$ cat src/rtl/pwm_bank_pkg.sv
// Shared types and helpers for the multi-channel LED PWM bank.
// Latency: n/a (types and constant functions only).
// Backpressure: n/a.
package pwm_bank_pkg;

   typedef enum logic {
      PWM_STATIC  = 1'b0,
      PWM_BREATHE = 1'b1
   } pwm_mode_t;

   typedef enum logic {
      DIR_DOWN = 1'b0,
      DIR_UP   = 1'b1
   } pwm_dir_t;

   // Channel-select width; a single-channel bank still gets a 1-bit select.
   function automatic int ch_sel_width(input int channels);
      return (channels > 1) ? $clog2(channels) : 1;
   endfunction

endpackage

$ cat src/rtl/pwm_tick_gen.sv
// Prescaler: divides the system clock down to one PWM tick every max(limit,1) clocks.
// Latency: tick is combinational from pcnt; a live limit change takes effect on the next clock.
// Backpressure: none; enable=0 holds the divider cleared and suppresses tick.
module pwm_tick_gen #(
   parameter int PRESCALER_WIDTH = 12
) (
   input  logic                       clock,
   input  logic                       reset,
   input  logic                       enable,
   input  logic [PRESCALER_WIDTH-1:0] limit,
   output logic                       tick
);

   localparam logic [PRESCALER_WIDTH-1:0] P_ONE = PRESCALER_WIDTH'(1);

   logic [PRESCALER_WIDTH-1:0] pcnt;
   logic [PRESCALER_WIDTH-1:0] last;

   // Terminal count; limit 0 and 1 both tick every clock. Using >= means a
   // limit lowered below the current count ticks and wraps on the next clock.
   always_comb begin
      last = (limit == '0) ? '0 : (limit - P_ONE);
      tick = enable && (pcnt >= last);
   end

   // Divider counter: cleared while disabled, wraps to 0 on every tick.
   always_ff @(posedge clock or negedge reset) begin
      if (!reset)
         pcnt <= '0;
      else if (!enable || tick)
         pcnt <= '0;
      else
         pcnt <= pcnt + P_ONE;
   end

endmodule

$ cat src/rtl/pwm_bank.sv
// Multi-channel LED PWM with double-buffered duty/mode; optional breathe ramp (PWM_BANK_BREATHE_EN).
// Latency: pwm lags the period counter by one clock; shadow writes apply at the next period boundary.
// Backpressure: none; writes are always accepted (bad channel dropped), enable=0 forces outputs low.
module pwm_bank
   import pwm_bank_pkg::*;
#(
   parameter int CHANNELS        = 3,
   parameter int DUTY_WIDTH      = 8,
   parameter int PRESCALER_WIDTH = 12
) (
   input  logic                                  clock,
   input  logic                                  reset,
   input  logic                                  enable,
   input  logic [PRESCALER_WIDTH-1:0]            limit,
   input  logic                                  wr_en,
   input  logic [ch_sel_width(CHANNELS)-1:0]     wr_ch,
   input  logic [DUTY_WIDTH-1:0]                 wr_duty,
   input  logic                                  wr_mode,
   output logic [CHANNELS-1:0]                   pwm,
   output logic                                  period_start
);

   localparam logic [DUTY_WIDTH-1:0] D_ONE = DUTY_WIDTH'(1);

   logic                  tick;
   logic                  bnd;
   logic [DUTY_WIDTH-1:0] cnt;
   logic [CHANNELS-1:0]   pwm_nxt;

   pwm_tick_gen #(
      .PRESCALER_WIDTH(PRESCALER_WIDTH)
   ) u_tick_gen (
      .clock  (clock),
      .reset  (reset),
      .enable (enable),
      .limit  (limit),
      .tick   (tick)
   );

   // Boundary: last tick of the period, i.e. the counter is about to wrap.
   always_comb bnd = tick && (cnt == '1);

   // Period counter: advances per tick, restarts from 0 whenever disabled.
   always_ff @(posedge clock or negedge reset) begin
      if (!reset)
         cnt <= '0;
      else if (!enable)
         cnt <= '0;
      else if (tick)
         cnt <= cnt + D_ONE;
   end

   // Output and boundary registers; bnd is already gated by enable via tick.
   always_ff @(posedge clock or negedge reset) begin
      if (!reset) begin
         pwm          <= '0;
         period_start <= 1'b0;
      end else begin
         pwm          <= enable ? pwm_nxt : '0;
         period_start <= bnd;
      end
   end

`ifndef PWM_BANK_BREATHE_EN
   // Mode input has no effect in the static-only build.
   logic mode_unused;
   assign mode_unused = wr_mode;
`endif

   for (genvar i = 0; i < CHANNELS; i++) begin : g_ch
      logic                  wr_hit;
      logic [DUTY_WIDTH-1:0] shadow_duty;
      logic [DUTY_WIDTH-1:0] active_duty;
      logic [DUTY_WIDTH-1:0] cmp_level;

      // Channels >= CHANNELS never match any i, so such writes fall away.
      assign wr_hit = wr_en && (int'(wr_ch) == i);

      // Shadow duty: written any time, including while disabled.
      always_ff @(posedge clock or negedge reset) begin
         if (!reset)
            shadow_duty <= '0;
         else if (wr_hit)
            shadow_duty <= wr_duty;
      end

      // Active duty: takes the shadow only at a boundary (or continuously when idle).
      always_ff @(posedge clock or negedge reset) begin
         if (!reset)
            active_duty <= '0;
         else if (!enable || bnd)
            active_duty <= shadow_duty;
      end

`ifdef PWM_BANK_BREATHE_EN
      pwm_mode_t             shadow_mode;
      pwm_mode_t             active_mode;
      logic [DUTY_WIDTH-1:0] level;
      pwm_dir_t              dir;
      logic [DUTY_WIDTH-1:0] nxt_level;
      pwm_dir_t              nxt_dir;

      // Shadow mode travels with the shadow duty.
      always_ff @(posedge clock or negedge reset) begin
         if (!reset)
            shadow_mode <= PWM_STATIC;
         else if (wr_hit)
            shadow_mode <= pwm_mode_t'(wr_mode);
      end

      // Active mode: same boundary/idle update rule as the duty.
      always_ff @(posedge clock or negedge reset) begin
         if (!reset)
            active_mode <= PWM_STATIC;
         else if (!enable || bnd)
            active_mode <= shadow_mode;
      end

      // Next ramp step, judged against the peak being loaded at this boundary.
      always_comb begin
         nxt_level = level;
         nxt_dir   = dir;
         if (active_mode == PWM_STATIC) begin
            // Entering breathe from static always starts a fresh ramp.
            nxt_level = '0;
            nxt_dir   = DIR_UP;
         end else if (dir == DIR_UP) begin
            nxt_level = (level == '1) ? level : (level + D_ONE);
            nxt_dir   = (nxt_level >= shadow_duty) ? DIR_DOWN : DIR_UP;
         end else begin
            nxt_level = (level == '0) ? level : (level - D_ONE);
            nxt_dir   = (nxt_level == '0) ? DIR_UP : DIR_DOWN;
         end
         if (shadow_duty < nxt_level) begin
            nxt_level = shadow_duty;
            nxt_dir   = DIR_DOWN;
         end
         if (shadow_duty == '0) begin
            nxt_level = '0;
            nxt_dir   = DIR_UP;
         end
      end

      // Ramp state: stepped once per period while breathing, parked otherwise.
      always_ff @(posedge clock or negedge reset) begin
         if (!reset) begin
            level <= '0;
            dir   <= DIR_UP;
         end else if (!enable) begin
            level <= '0;
            dir   <= DIR_UP;
         end else if (bnd) begin
            if (shadow_mode == PWM_BREATHE) begin
               level <= nxt_level;
               dir   <= nxt_dir;
            end else begin
               level <= '0;
               dir   <= DIR_UP;
            end
         end
      end

      assign cmp_level = (active_mode == PWM_BREATHE) ? level : active_duty;
`else
      assign cmp_level = active_duty;
`endif

      assign pwm_nxt[i] = (cnt < cmp_level);
   end

endmodule
$ cat config.mk
export PLATFORM = sky130hd
export DESIGN_NAME = pwm_bank
export DESIGN_NICKNAME = d
export VERILOG_FILES = /design/src/rtl/pwm_bank_pkg.sv /design/src/rtl/pwm_tick_gen.sv /design/src/rtl/pwm_bank.sv
export SDC_FILE = /design/constraint.sdc
export NUM_CORES = 1
export LEC_CHECK = 0
export CORE_UTILIZATION = 65
export CTS_CLUSTER_DIAMETER = 80
export CTS_CLUSTER_SIZE = 25
export DETAILED_ROUTE_END_ITERATION = 7
export GPL_TIMING_DRIVEN = 1
export PLACE_DENSITY = 0.86
export SLEW_MARGIN = 20
export SYNTH_ARGS = -nofsm -noshare
export SYNTH_HDL_FRONTEND = slang
export SYNTH_SLANG_ARGS = --single-unit
$ cat constraint.sdc
create_clock -name clock -period 3.2 [get_ports clock]
set_input_delay 0.96 -clock clock [delete_from_list [all_inputs] [get_ports clock]]
set_output_delay 0.96 -clock clock [all_outputs]
set_load 0.01 [all_outputs]
# Yosys cells after proc, flatten, opt, wreduce, memory -nomap -nowiden
# Cells that the tools add are included.
# op_classes
muxes,5
n_reduce_logical,10
n_eq_ne,4
order_cmp,4
n_addsub,3
# op_table
op,n
$lt 8x8->1,3
$mux 12,2
$mux 8,2
$add 12x1->12 const B,1
$ge 12x12->1,1
$logic_not 12->1,1
$sub 12x1->12 const B,1
$add 8x1->8 const B,1
$eq 8x8->1 const B,1
$logic_and 1x1->1,5
$eq 2x2->1 const B,2
$mux 3,1
$logic_not 2->1,1
$logic_or 1x1->1,2
$ne 2x1->1 const B,1
$logic_not 1->1,1
# word_totals
inputBits,27
elab_cells,36
regBits,72
output_inout_bits,4

# Longest topological paths before layout
# Gate-level depths: netlist of run 1.
# logic_depth
depth_word,6
depth_mapped,14
ltp_nobuf,12

# Modules after synthesis
# From an unflattened synthesis of run 1, not the netlist that was laid out.
# unflattened
hier_cells,347
area_unflattened_um2,3983.8
# by_module_without_submodules
mod,seq_area_each_um2,cells_each,area_per_inst_um2,instances
pwm_bank,1501.4,212,2847.7,1
pwm_tick_gen,300.3,135,1136.1,1

# Worst setup path before layout of run 1
# OpenSTA, ideal clock, no wires.
# synth_timing
path_type,input -> register
startpoint,in limit[6]
endpoint,reg g_ch[0].active_duty[0]
stages,12
arrival_time_ns,3.400
path_slack_ns,-0.330
n_path_buf,2
path_cell_list,or4_1 nor2_1 nand4b_1 clkbuf_1 nand2_1 ha_1 and3_1 o21ai_2 clkbuf_1 a21oi_1 a311oi_2 nand3_1
# synth_between
elab_chain_len,6
# synth_rtl
element,line_no,rtl
"start, declared",pwm_bank.sv:14,"input logic [PRESCALER_WIDTH-1:0] limit,"
$sub 12x1->12 / $logic_not 12->1 (equally long branches),pwm_tick_gen.sv:22,last = (limit == '0) ? '0 : (limit - P_ONE);
$mux 12 (*),pwm_tick_gen.sv:22,
$ge 12x12->1 (*),pwm_tick_gen.sv:23,tick = enable && (pcnt >= last);
$logic_and 1x1->1 (*),pwm_tick_gen.sv:23,
$logic_and 1x1->1 (*),pwm_bank.sv:41,always_comb bnd = tick && (cnt == '1);
$logic_or 1x1->1 (*),pwm_bank.sv:91,else if (!enable || bnd)
"end signal, assigned",pwm_bank.sv:92,active_duty <= shadow_duty;
"end, declared",pwm_bank.sv:73,logic [DUTY_WIDTH-1:0] active_duty;
# Mark *: on every way between the ends. The rest lies on a longest branch, timed or not.
# A chain may end at the register's enable or synchronous reset.

# Final worst setup path of run 1
# layout_timing
startpoint,in limit[5]
endpoint,reg g_ch[1].active_duty[3]
# layout_between
elab_chain_len,6
# layout_rtl
element,line_no
$sub 12x1->12 / $logic_not 12->1 (equally long branches),pwm_tick_gen.sv:22
$mux 12 (*),pwm_tick_gen.sv:22
$ge 12x12->1 (*),pwm_tick_gen.sv:23
$logic_and 1x1->1 (*),pwm_tick_gen.sv:23
$logic_and 1x1->1 (*),pwm_bank.sv:41
$logic_or 1x1->1 (*),pwm_bank.sv:91
"end signal, assigned",pwm_bank.sv:92
"end, declared",pwm_bank.sv:73
# Marked as above.

==> summary.txt, run 1 <==
Outcome
  • Status: finished with violations
  • Failing checks: setup timing

Synthesis
  • Top cell type's share of synthesized area: 34.9%
  • Post-synth EDFFs: 0
  • Ys flop type: dfrtp_1
  • Leading area contributor after synthesis: dfrtp_1
  • Register area share after synthesis: 34.9%
  • Register bit total from synthesis: 72
  • Synth warnings: 0
  • Mapped Cells: 543
  • Post-synthesis cell type count: 47
  • Mean area per synthesized cell: 9.51 µm²
  • Syn nets: 607
  • FFs w/ async S/R, synth: 100%
  • Largest cells by area after synthesis: dfrtp_1 (35%), ha_1 (9.0%), a311oi_2 (5.8%), nand3_1 (5.2%), mux2_2 (5.2%)
  • Post-Syn Area: 5160 µm²

Drt
  • Initial DRT Pass Iterations: 6
  • DRC Markers: 0
  • WL final: 16200 µm
  • Drt first-iter violations: 616
  • DR vias/cell: 7.10
  • Vias after detailed routing: 5031
  • Antenna-violating nets left: 0
  • Wire per inst: 22.9 µm

Power
  • Clock power share: 30.7%
  • PD cells: 379 nW/µm²
  • Peak supply drop: 0.000414 V
  • Sequential power share: 46.8%
  • Sw frac: 32.8%
  • Sw power: 0.823 mW
  • Gate power share: 22.5%
  • Pint: 1.68 mW
  • Total power: 2.51 mW
  • Cell leakage power: 2.87 nW

Floorplan
  • CORE AREA: 7690 µm²
  • Ports: 31
  • FP Rows: 32
  • Die H: 91.1 µm
  • Die area: 8300 µm²
  • Die width: 91.1 µm
  • Initial Utilization: 67.2%

Finish
  • Area delta synth->final: 28.3%
  • Final std cells w/o fill: 709
  • Share of layout cells above drive strength 1: 30.1%
  • Layout Nets: 666
  • Final Instance Area: 6620 µm²
  • Most common cell after layout, fill and taps aside: dfrtp_1
  • Inserted Diodes: 0
  • Commonest cells after routing, fill and taps aside: dfrtp_1 (72), nand3_1 (54), buf_4 (39)

Placement
  • Port bufs: 29
  • DP Area: 5910 µm²
  • HPWL after DPL: 8870 µm
  • Place WS: -0.924 ns
  • Placer Congestion: 0.848
  • Placed Cells: 679

Timing
  • Clk_skew: 0.0101 ns
  • Pins over their slew limit: 0
  • Max Freq: 0.284 GHz
  • Final period util: 110%
  • RSZ-0062 raised after global routing: true
  • Final worst slack: -0.318 ns
  • Final min period: 3.52 ns
  • Final Setup Violations: 44
  • Final hold violations: 0
  • Worst-margin pin slew: 0.851 ns
  • Max_slew headroom: 43.3%

Global route
  • Largest net degree at the start of global routing: 45
  • First-pass GRT wire length: 22400 µm
  • GRT Total Usage: 34.8%
  • Initial antenna violation count: 0
  • Vias in the first global route: 4720
  • GRT overflow: 0

Clocking
  • Num CTS Buffers: 9
  • Latest clock arrival within the worst-skew pair: 0.37 ns
  • CTS tree: done
  • CTS root buffer: clkbuf_8
  • Sink Count: 72
  • Max clock buf depth: 2
  • Clock Pin Slew Worst Setup and Hold Paths: 0.09 ns
  • H-tree Lvls: 3

Critical path
  • Worst Path Arrival: 3.75 ns
  • Setup CP Type: primary input to register
  • Crit path capture type: register
  • CP max FO: 6
  • Critical Path Start Type: primary input
  • Req. time, crit path: 3.43 ns

Worst hold path
  • Worst min path class: register to register

Flow run
  • Max-cap violations: 0
[power groups by stage]
| stage | Combinational [mW] | Clock [mW] | Sequential, mW |
|---|---|---|---|
| final | 0.565 | 0.769 | 1.17 |
| after CTS | 0.516 | 0.751 | 1.16 |
| after floorplan | 0.348 | 0 | 1.14 |
| after detailed placement | 0.499 | 0 | 1.17 |
| after global routing | 0.607 | 0.800 | 1.19 |
| after global placement | 0.472 | 0 | 1.16 |
[worst paths after layout]
check	from	to	slack, ns	depth (start not counted)
max in group asynchronous	reset	g_ch[1].shadow_duty[2]	1.82	2
setup / recovery	limit[5]	g_ch[1].active_duty[3]	-0.32	14
hold / removal	u_tick_gen.pcnt[0]	u_tick_gen.pcnt[0]	0.54	1
min in group asynchronous	reset	u_tick_gen.pcnt[5]	0.68	1
hold reg to reg	u_tick_gen.pcnt[0]	u_tick_gen.pcnt[0]	0.54	1
setup reg to reg	cnt[1]	g_ch[2].active_duty[3]	0.78	8
[through the flow]
| stage | util (%) | hold slack (ns) | TNS (ns) |
|---|---|---|---|
| after detailed placement | 76.9 | 0.517 | -36.24 |
| final | 86.1 | 0.535 | -7.33 |
| after floorplan | - | 0.445 | -5.32 |
| after global placement | 76.9 | 0.481 | -33.72 |
| after CTS | 82.6 | 0.527 | -5.30 |
| after global routing | 86.1 | 0.556 | -18.89 |
[cell type report]
cell class	count	area (µm²)
Multi-Input combinational cell	402	3440
Fill cell	355	1060
Tap cell	102	128
Clock buffer	9	124
Inverter	29	109
Timing Repair Buffer	88	940
Clock inverter	7	80.1
Sequential cell	72	1800
[cell usage after synthesis (all sizes together) (18+ instances only)]
cell type  count
a311oi        27
clkbuf        22
dfrtp         72
buf           18
o2111ai       24
nand2         34
mux2          24
nand3         56
nand4         25
a21oi         30
inv           29
nor2          22
nor2b         24
ha            37
[state kept, by name, indices dropped and copies added, names as in the netlist]
register and count:
cnt 8, pwm 3, u_tick_gen.pcnt 12, period_start 1, g_ch.active_duty 24, g_ch.shadow_duty 24
[cell families (layout without fill, tap and decap cells)]
family / after synthesis / in the layout / synth area share [%]
simple gates: 203 / 203 / 21.1
compound gates: 110 / 110 / 18.9
flops: 72 / 72 / 34.9
buf+inv: 69 / 133 / 5.96
fa+ha+maj: 37 / 37 / 8.97
mux: 32 / 32 / 6.78
xor+xnor: 20 / 20 / 3.39
[what timing repair did]
action,in CTS,in global routing
setup buffers,7,3
gates cloned,2,2
pin swaps,25,31
hold buffers,0,0
setup endpoints to repair,45,45
gates resized for setup,55,34
[per-layer routing]
| layer | routed length [µm] | share of wire [%] | up-vias | global-route usage (%) |
|---|---|---|---|---|
| met2 | 7930 | 49 | 373 | 60.8 |
| met5 | 0 | 0 | - | 0 |
| met1 | 5610 | 35 | 2392 | 40.1 |
| met3 | 1510 | 9.3 | 125 | 6.70 |
| li1 | - | - | 2141 | - |
| met4 | 1180 | 7.2 | 0 | 18.9 |
[critical path, stage by stage]
cell and delay (ns):
clkdlybuf4s15_1 0.26, nor4_4 0.21, nand2_2 0.16, nor4_4 0.28, xor2_1 0.19, nand2_1 0.09
ha_1 0.31, and3_4 0.20, o21ai_4 0.18, buf_12 0.15, bufbuf_16 0.25, a21oi_1 0.07
a311oi_2 0.25, nand3_1 0.18
(Power assumes the default switching activity.)
==> run 2, diff against run 1 <==
ABC_CLOCK_PERIOD_IN_PS = 3200   (was default)
==> results of run 2 <==
The final DEF is identical to that of run 1; final timing and power are the same.
